<file path="config.mk">
export PLATFORM = sky130hd
export DESIGN_NAME = ahb_bram_ctrl
export DESIGN_NICKNAME = d
export VERILOG_FILES = /design/src/rtl/ahb_bram_ctrl_pkg.sv /design/src/rtl/ahb_lane_decode.sv /design/src/rtl/ahb_bram_ctrl.sv
export SDC_FILE = /design/constraint.sdc
export NUM_CORES = 1
export LEC_CHECK = 0
export CAP_MARGIN = 10
export CORE_ASPECT_RATIO = 1.4
export CORE_MARGIN = 1
export CORE_UTILIZATION = 25
export CTS_CLUSTER_DIAMETER = 120
export DETAILED_ROUTE_END_ITERATION = 8
export PLACE_DENSITY_LB_ADDON = 0.3
export SKIP_LAST_GASP = 1
export SLEW_MARGIN = 20
export SYNTH_ARGS = -nofsm -noshare
export SYNTH_HDL_FRONTEND = slang
export SYNTH_SLANG_ARGS = --single-unit
</file>
<file path="constraint.sdc">
create_clock -name clk -period 2 [get_ports clk]
set_input_delay 0.4 -clock clk [delete_from_list [all_inputs] [get_ports clk]]
set_output_delay 0.4 -clock clk [all_outputs]
set_load 0.01 [all_outputs]
</file>
<file path="src/rtl/ahb_bram_ctrl_pkg.sv">
// Shared encodings for the AHB block-RAM front end: HTRANS/HSIZE codes, FSM states
// and the lane-merge helper used when BRAM_CTRL_FWD_EN forwarding is built in.
package ahb_bram_ctrl_pkg;

  typedef enum logic [1:0] {
    HTRANS_IDLE   = 2'd0,
    HTRANS_BUSY   = 2'd1,
    HTRANS_NONSEQ = 2'd2,
    HTRANS_SEQ    = 2'd3
  } htrans_e;

  localparam logic [2:0] HSIZE_BYTE = 3'd0;
  localparam logic [2:0] HSIZE_HALF = 3'd1;
  localparam logic [2:0] HSIZE_WORD = 3'd2;

  typedef enum logic [1:0] {
    ST_IDLE    = 2'd0,
    ST_ERR1    = 2'd1,
    ST_ERR2    = 2'd2,
    ST_RDSTALL = 2'd3
  } state_e;

  // Byte lane n takes fresh[n] where mask[n] is set, otherwise old[n].
  function automatic logic [31:0] lane_merge(input logic [3:0]  mask,
                                             input logic [31:0] fresh,
                                             input logic [31:0] old);
    logic [31:0] r;
    for (int n = 0; n < 4; n++)
      r[8*n +: 8] = mask[n] ? fresh[8*n +: 8] : old[8*n +: 8];
    return r;
  endfunction

endpackage

</file>
<file path="src/rtl/ahb_lane_decode.sv">
// AHB size/alignment decode: byte-lane mask for a 32-bit bus plus an illegal flag
// for unsupported sizes and misaligned half/word transfers.
module ahb_lane_decode
  import ahb_bram_ctrl_pkg::*;
(
  input  logic [2:0] size,
  input  logic [1:0] addr_lo,
  output logic [3:0] mask,
  output logic       illegal
);

  always_comb begin
    mask    = 4'b0000;
    illegal = 1'b0;
    case (size)
      HSIZE_BYTE: mask = 4'b0001 << addr_lo;
      HSIZE_HALF: begin
        mask    = addr_lo[1] ? 4'b1100 : 4'b0011;
        illegal = addr_lo[0];
      end
      HSIZE_WORD: begin
        mask    = 4'b1111;
        illegal = |addr_lo;
      end
      default: illegal = 1'b1;
    endcase
  end

endmodule

</file>
<file path="src/rtl/ahb_bram_ctrl.sv">
// AHB-Lite slave in front of a byte-enabled, 1-cycle-read block RAM.
// Define BRAM_CTRL_FWD_EN to forward colliding write data instead of stalling the read.
module ahb_bram_ctrl
  import ahb_bram_ctrl_pkg::*;
#(
  parameter int MEM_ADDR_WIDTH = 12
) (
  input  logic                      clk,
  input  logic                      rst,
  input  logic                      HSEL,
  input  logic [31:0]               HADDR,
  input  logic [1:0]                HTRANS,
  input  logic [2:0]                HSIZE,
  input  logic                      HWRITE,
  input  logic                      HREADY,
  input  logic [31:0]               HWDATA,
  output logic [31:0]               HRDATA,
  output logic                      HREADYOUT,
  output logic                      HRESP,
  output logic [MEM_ADDR_WIDTH-1:0] ram_wr_addr,
  output logic [3:0]                ram_wr_be,
  output logic [31:0]               ram_wr_data,
  output logic [MEM_ADDR_WIDTH-1:0] ram_rd_addr,
  input  logic [31:0]               ram_rd_data
);

  localparam int AW = MEM_ADDR_WIDTH;

  state_e          state, state_nxt;
  logic [3:0]      mask;
  logic            illegal;
  logic            is_xfer, accept, acc_ok, collide;
  logic [AW-1:0]   word;
  logic            wr_pend, rd_pend;
  logic [AW-1:0]   wr_addr_q;
  logic [3:0]      wr_mask_q;
  logic [31:0]     rd_word;
  logic            unused_haddr;

  ahb_lane_decode u_dec (
    .size    (HSIZE),
    .addr_lo (HADDR[1:0]),
    .mask    (mask),
    .illegal (illegal)
  );

  // Upper address bits alias onto the RAM.
  assign unused_haddr = ^HADDR[31:AW+2];
  assign word         = HADDR[AW+1:2];
  assign is_xfer      = (HTRANS == HTRANS_NONSEQ) || (HTRANS == HTRANS_SEQ);
  assign accept       = HSEL & HREADY & is_xfer;
  assign acc_ok       = accept & ~illegal;
  // The RAM hands back pre-write data when a read targets the word being written now.
  assign collide      = acc_ok & ~HWRITE & wr_pend & (word == wr_addr_q);

  always_ff @(posedge clk or posedge rst) begin
    if (rst) begin
      wr_pend   <= 1'b0;
      rd_pend   <= 1'b0;
      wr_addr_q <= '0;
      wr_mask_q <= 4'b0000;
    end else if (HREADY) begin
      wr_pend <= acc_ok & HWRITE;
      rd_pend <= acc_ok & ~HWRITE;
      if (acc_ok & HWRITE) begin
        wr_addr_q <= word;
        wr_mask_q <= mask;
      end
    end
  end

  always_ff @(posedge clk or posedge rst) begin
    if (rst) state <= ST_IDLE;
    else     state <= state_nxt;
  end

  always_comb begin
    state_nxt = state;
    case (state)
      ST_ERR1:    state_nxt = ST_ERR2;
      ST_RDSTALL: state_nxt = ST_IDLE;
      default: begin
        if (accept & illegal)
          state_nxt = ST_ERR1;
`ifndef BRAM_CTRL_FWD_EN
        else if (collide)
          state_nxt = ST_RDSTALL;
`endif
        else
          state_nxt = ST_IDLE;
      end
    endcase
  end

  always_comb begin
    HREADYOUT = 1'b1;
    HRESP     = 1'b0;
    case (state)
      ST_ERR1: begin
        HREADYOUT = 1'b0;
        HRESP     = 1'b1;
      end
      ST_ERR2:    HRESP     = 1'b1;
      ST_RDSTALL: HREADYOUT = 1'b0;
      default: ;
    endcase
  end

  assign ram_wr_addr = wr_addr_q;
  assign ram_wr_be   = wr_pend ? wr_mask_q : 4'b0000;
  assign ram_wr_data = HWDATA;

`ifdef BRAM_CTRL_FWD_EN
  logic        fwd_vld;
  logic [3:0]  fwd_mask;
  logic [31:0] fwd_data;

  always_ff @(posedge clk or posedge rst) begin
    if (rst) begin
      fwd_vld  <= 1'b0;
      fwd_mask <= 4'b0000;
      fwd_data <= '0;
    end else if (HREADY) begin
      fwd_vld <= collide;
      if (collide) begin
        fwd_mask <= wr_mask_q;
        fwd_data <= HWDATA;
      end
    end
  end

  assign ram_rd_addr = word;
  assign rd_word     = fwd_vld ? lane_merge(fwd_mask, fwd_data, ram_rd_data) : ram_rd_data;
`else
  logic [AW-1:0] rd_addr_q;

  always_ff @(posedge clk or posedge rst) begin
    if (rst)                 rd_addr_q <= '0;
    else if (HREADY & acc_ok & ~HWRITE) rd_addr_q <= word;
  end

  // The stall cycle re-reads the word after the write has landed.
  assign ram_rd_addr = (state == ST_RDSTALL) ? rd_addr_q : word;
  assign rd_word     = ram_rd_data;
`endif

  assign HRDATA = rd_pend ? rd_word : 32'h0;

endmodule

</file>
==> run_results.csv <==
group,metric,value,unit
flow_run,drv_cap,0,
cts,cts_buffer_depth,2,
synth,syn-cell-area,2110,sq um
global_routing,grt_use_met3,0.0413,
run_status,status,"finished, final reports clean",
global_routing,grt_pass1_vias,1829,
cts,cts_num_sinks,32,
sta,max_freq,507,MHz
sta,rsz0062_at_grt,"true",
floorplan,start_util,0.259,
sta,finalSetupViolCount,0,
floorplan,die_area,8800,sq um
route,dr.pass1.iters,4,
floorplan,row_count,39,
power_and_ir_drop,combinationalPowerShare,0.250,
placed_design,port_buffers,116,
synth,syn-mean-instance-area,10.4,sq um
placed_design,gp_congestion,0.690,
power_and_ir_drop,p_clk_frac,0.381,
power_and_ir_drop,switching_power,0.000550,W
global_routing,use_met2,0.242,
global_routing,grt_max_degree,33,
synth,syn_inst,203,
cts,cts_hold_buf,0,
sta,fin_tns_setup,0,ns
finish,multi_input_area,1020,sq um
synth,yosys_register_bits,32,
route,ant_nets,0,
route,routed-via-count,1782,
sta,fin_worst_skew,0.00228,ns
route,drtIter0Drc,73,
synth,synth_nets,311,
cts,clk_latency,0.27,ns
finish,regArea,801,sq um
synth,yosysMostFrequentCell,"and2_1",
synth,yosysSeqAreaShare,0.380,
placed_design,pre_cts_ws,-0.173,ns
sta,setup_ws,0.0273,ns
floorplan,die_x,79.6,um
hold_path,hold_class,"reg2reg",
floorplan,core_area,8150,sq um
finish,nNetsFinal,427,
global_routing,global_route.peak_usage_layer,"met2",
power_and_ir_drop,power.share.switching,0.242,
synth,synthTopCellsByArea,"dfrtp_1 (38%), mux2_2 (16%), buf_4 (11%), and2_1 (11%), xor2_1 (5.0%)",
sta,hold_violations,0,
cts,clock-root-buffer,"clkbuf_16",
sta,tightest_slew,0.419,ns
cts,path_clk_slew,0.05,ns
synth,synth_edf_count,0,
power_and_ir_drop,ir_drop,0.000580,V
cts,cts_buffers,5,
worst_setup_path,crit_required,1.60,ns
global_routing,use_met1,0.153,
floorplan,dieHeight,111,um
cts,cts_tree,"yes",
sta,fin_crit,1.97,ns
power_and_ir_drop,sequentialPowerShare,0.369,
synth,synth_common_cells,"and2_1 (36), buf_4 (32), dfrtp_1 (32), mux2_2 (30), xor2_1 (12)",
route,wl_per_cell,14.8,um
synth,synth_flop_cell,"dfrtp_1",
synth,async_flop_share,1.00,
worst_setup_path,cp.arrival,1.57,ns
worst_setup_path,criticalPathCategory,"reg2out",
route,drt-total-wl,6.23,mm
worst_setup_path,end_kind,"primary output",
synth,synth.distinct_cells,30,
synth,synth_top_area_share,0.380,
finish,fillers,812,
synth,synth_largest_area_cell,"dfrtp_1",
route,via_per_inst,4.22,
sta,finalMaxSlewViolations,0,
synth,ys.warnings.count,0,
global_routing,grt_usage,0.139,
global_routing,antenna_found_initial,0,
power_and_ir_drop,p_int,0.00172,W
finish,syn_to_final_growth,69.6,%
placed_design,place_hpwl,4.98,mm
finish,drive_gt1_frac,0.259,
cts,htreeDepth,2,
worst_setup_path,critPathLaunchType,"register",
power_and_ir_drop,p_leak,1.59,nW
floorplan,boundaryPins,200,
global_routing,grt_pass1_wl,9.46,mm
worst_setup_path,cp_max_fo,9,
finish,antennaDiodeCount,0,
power_and_ir_drop,powerDensity,635,nW/um^2
sta,relSlewSlack,0.721,
route,drc,0,
sta,period_share,0.986,
global_routing,grt_overflow,0,
-- repair_timing --
| action | in CTS | in global routing |
|---|---|---|
| buffers inserted | 0 | 1 |
| pin swaps | 0 | 1 |
| resized for setup | 16 | 13 |
| endpoints found under the setup margin | 14 | 13 |
-- per-stage QoR --
step                cells  power [W]  area [sq um]  utilization  hold WS, ns
floorplan             203    0.00113          2110            -        0.442
global placement      413    0.00142          3400        0.417        0.456
detailed placement    413    0.00143          3400        0.417        0.463
CTS                   421    0.00229          3560        0.437        0.476
global route          422    0.00238          3570        0.439        0.508
finish                422    0.00227          3570        0.439        0.472
-- cell type report --
cell class / count / area share
tap: 102 / 0.0357
sequential: 32 / 0.224
inverter: 7 / 0.00735
multi-input combinational: 125 / 0.286
clock buffer: 5 / 0.0350
clock inverter: 3 / 0.0119
timing repair buffer: 148 / 0.400
-- path summary, 6_finish.rpt --
check                                      startpoint                   endpoint  slack (ns)  depth (start not counted)
max                                state[1]$_DFF_PP0_             ram_rd_addr[7]        0.03                          4
min                          wr_mask_q[3]$_DFFE_PP0P_   wr_mask_q[3]$_DFFE_PP0P_        0.47                          2
max reg2reg                ram_wr_addr[2]$_DFFE_PP0P_         state[1]$_DFF_PP0_        0.41                          5
min reg2reg                  wr_mask_q[3]$_DFFE_PP0P_   wr_mask_q[3]$_DFFE_PP0P_        0.47                          2
max in group asynchronous                         rst  rd_addr_q[11]$_DFFE_PP0P_        1.17                          3
min in group asynchronous                         rst   wr_mask_q[2]$_DFFE_PP0P_        0.52                          3
-- cell families after synthesis --
family / after synthesis / share of synthesized area
xor+xnor: 12 / 0.0499
fa+ha+maj: 2 / 0.0119
buf+inv: 46 / 0.144
mux: 36 / 0.203
flops: 32 / 0.380
simple gates: 59 / 0.167
compound gates: 16 / 0.0439
-- critical path: stages (launching register included) --
cell	delay, ns
dfrtp_1	0.38
ha_4	0.17
buf_12	0.13
mux2_2	0.33
dlygate4sd2_1	0.28
-- cell usage in the layout (no fill, tap or decap), types with 2 or more instances in the layout --
cell and instances:
mux2_4 6, dfrtp_1 32, clkbuf_16 5, buf_12 3, clkdlybuf4s15_1 7, clkdlybuf4s50_1 101
nor4_1 2, mux2_2 30, o21ai_0 9, xor2_1 12, nand2_1 4, nor2b_1 2
buf_4 28, clkbuf_2 2, and2_1 36, nor2_1 4, nor3_2 2, inv_1 7
a21oi_1 3, nand3_1 3, dlygate4sd2_1 5
-- sequential cells by signal (all words and copies together) (netlist names) --
register and count:
ram_wr_addr 12, rd_addr_q 12, rd_pend 1, state 2
wr_mask_q 4, wr_pend 1
-- layer usage --
metal / wire, um / part of all wire
met1: 2360 / 0.38
met3: 564 / 0.091
met2: 3100 / 0.50
met5: 0 / 0
met4: 203 / 0.033
-- power groups by stage --
stage | logic [W] | clock network (W) | registers (W)
5_1_grt | 0.000612 | 0.000914 | 0.000853
3_3_place_gp | 0.000574 | 0 | 0.000846
3_5_place_dp | 0.000582 | 0 | 0.000846
4_1_cts | 0.000574 | 0.000880 | 0.000839
6_report | 0.000566 | 0.000865 | 0.000838
2_1_floorplan | 0.000280 | 0 | 0.000853
No activity file was read; power rests on OpenSTA's default activity.
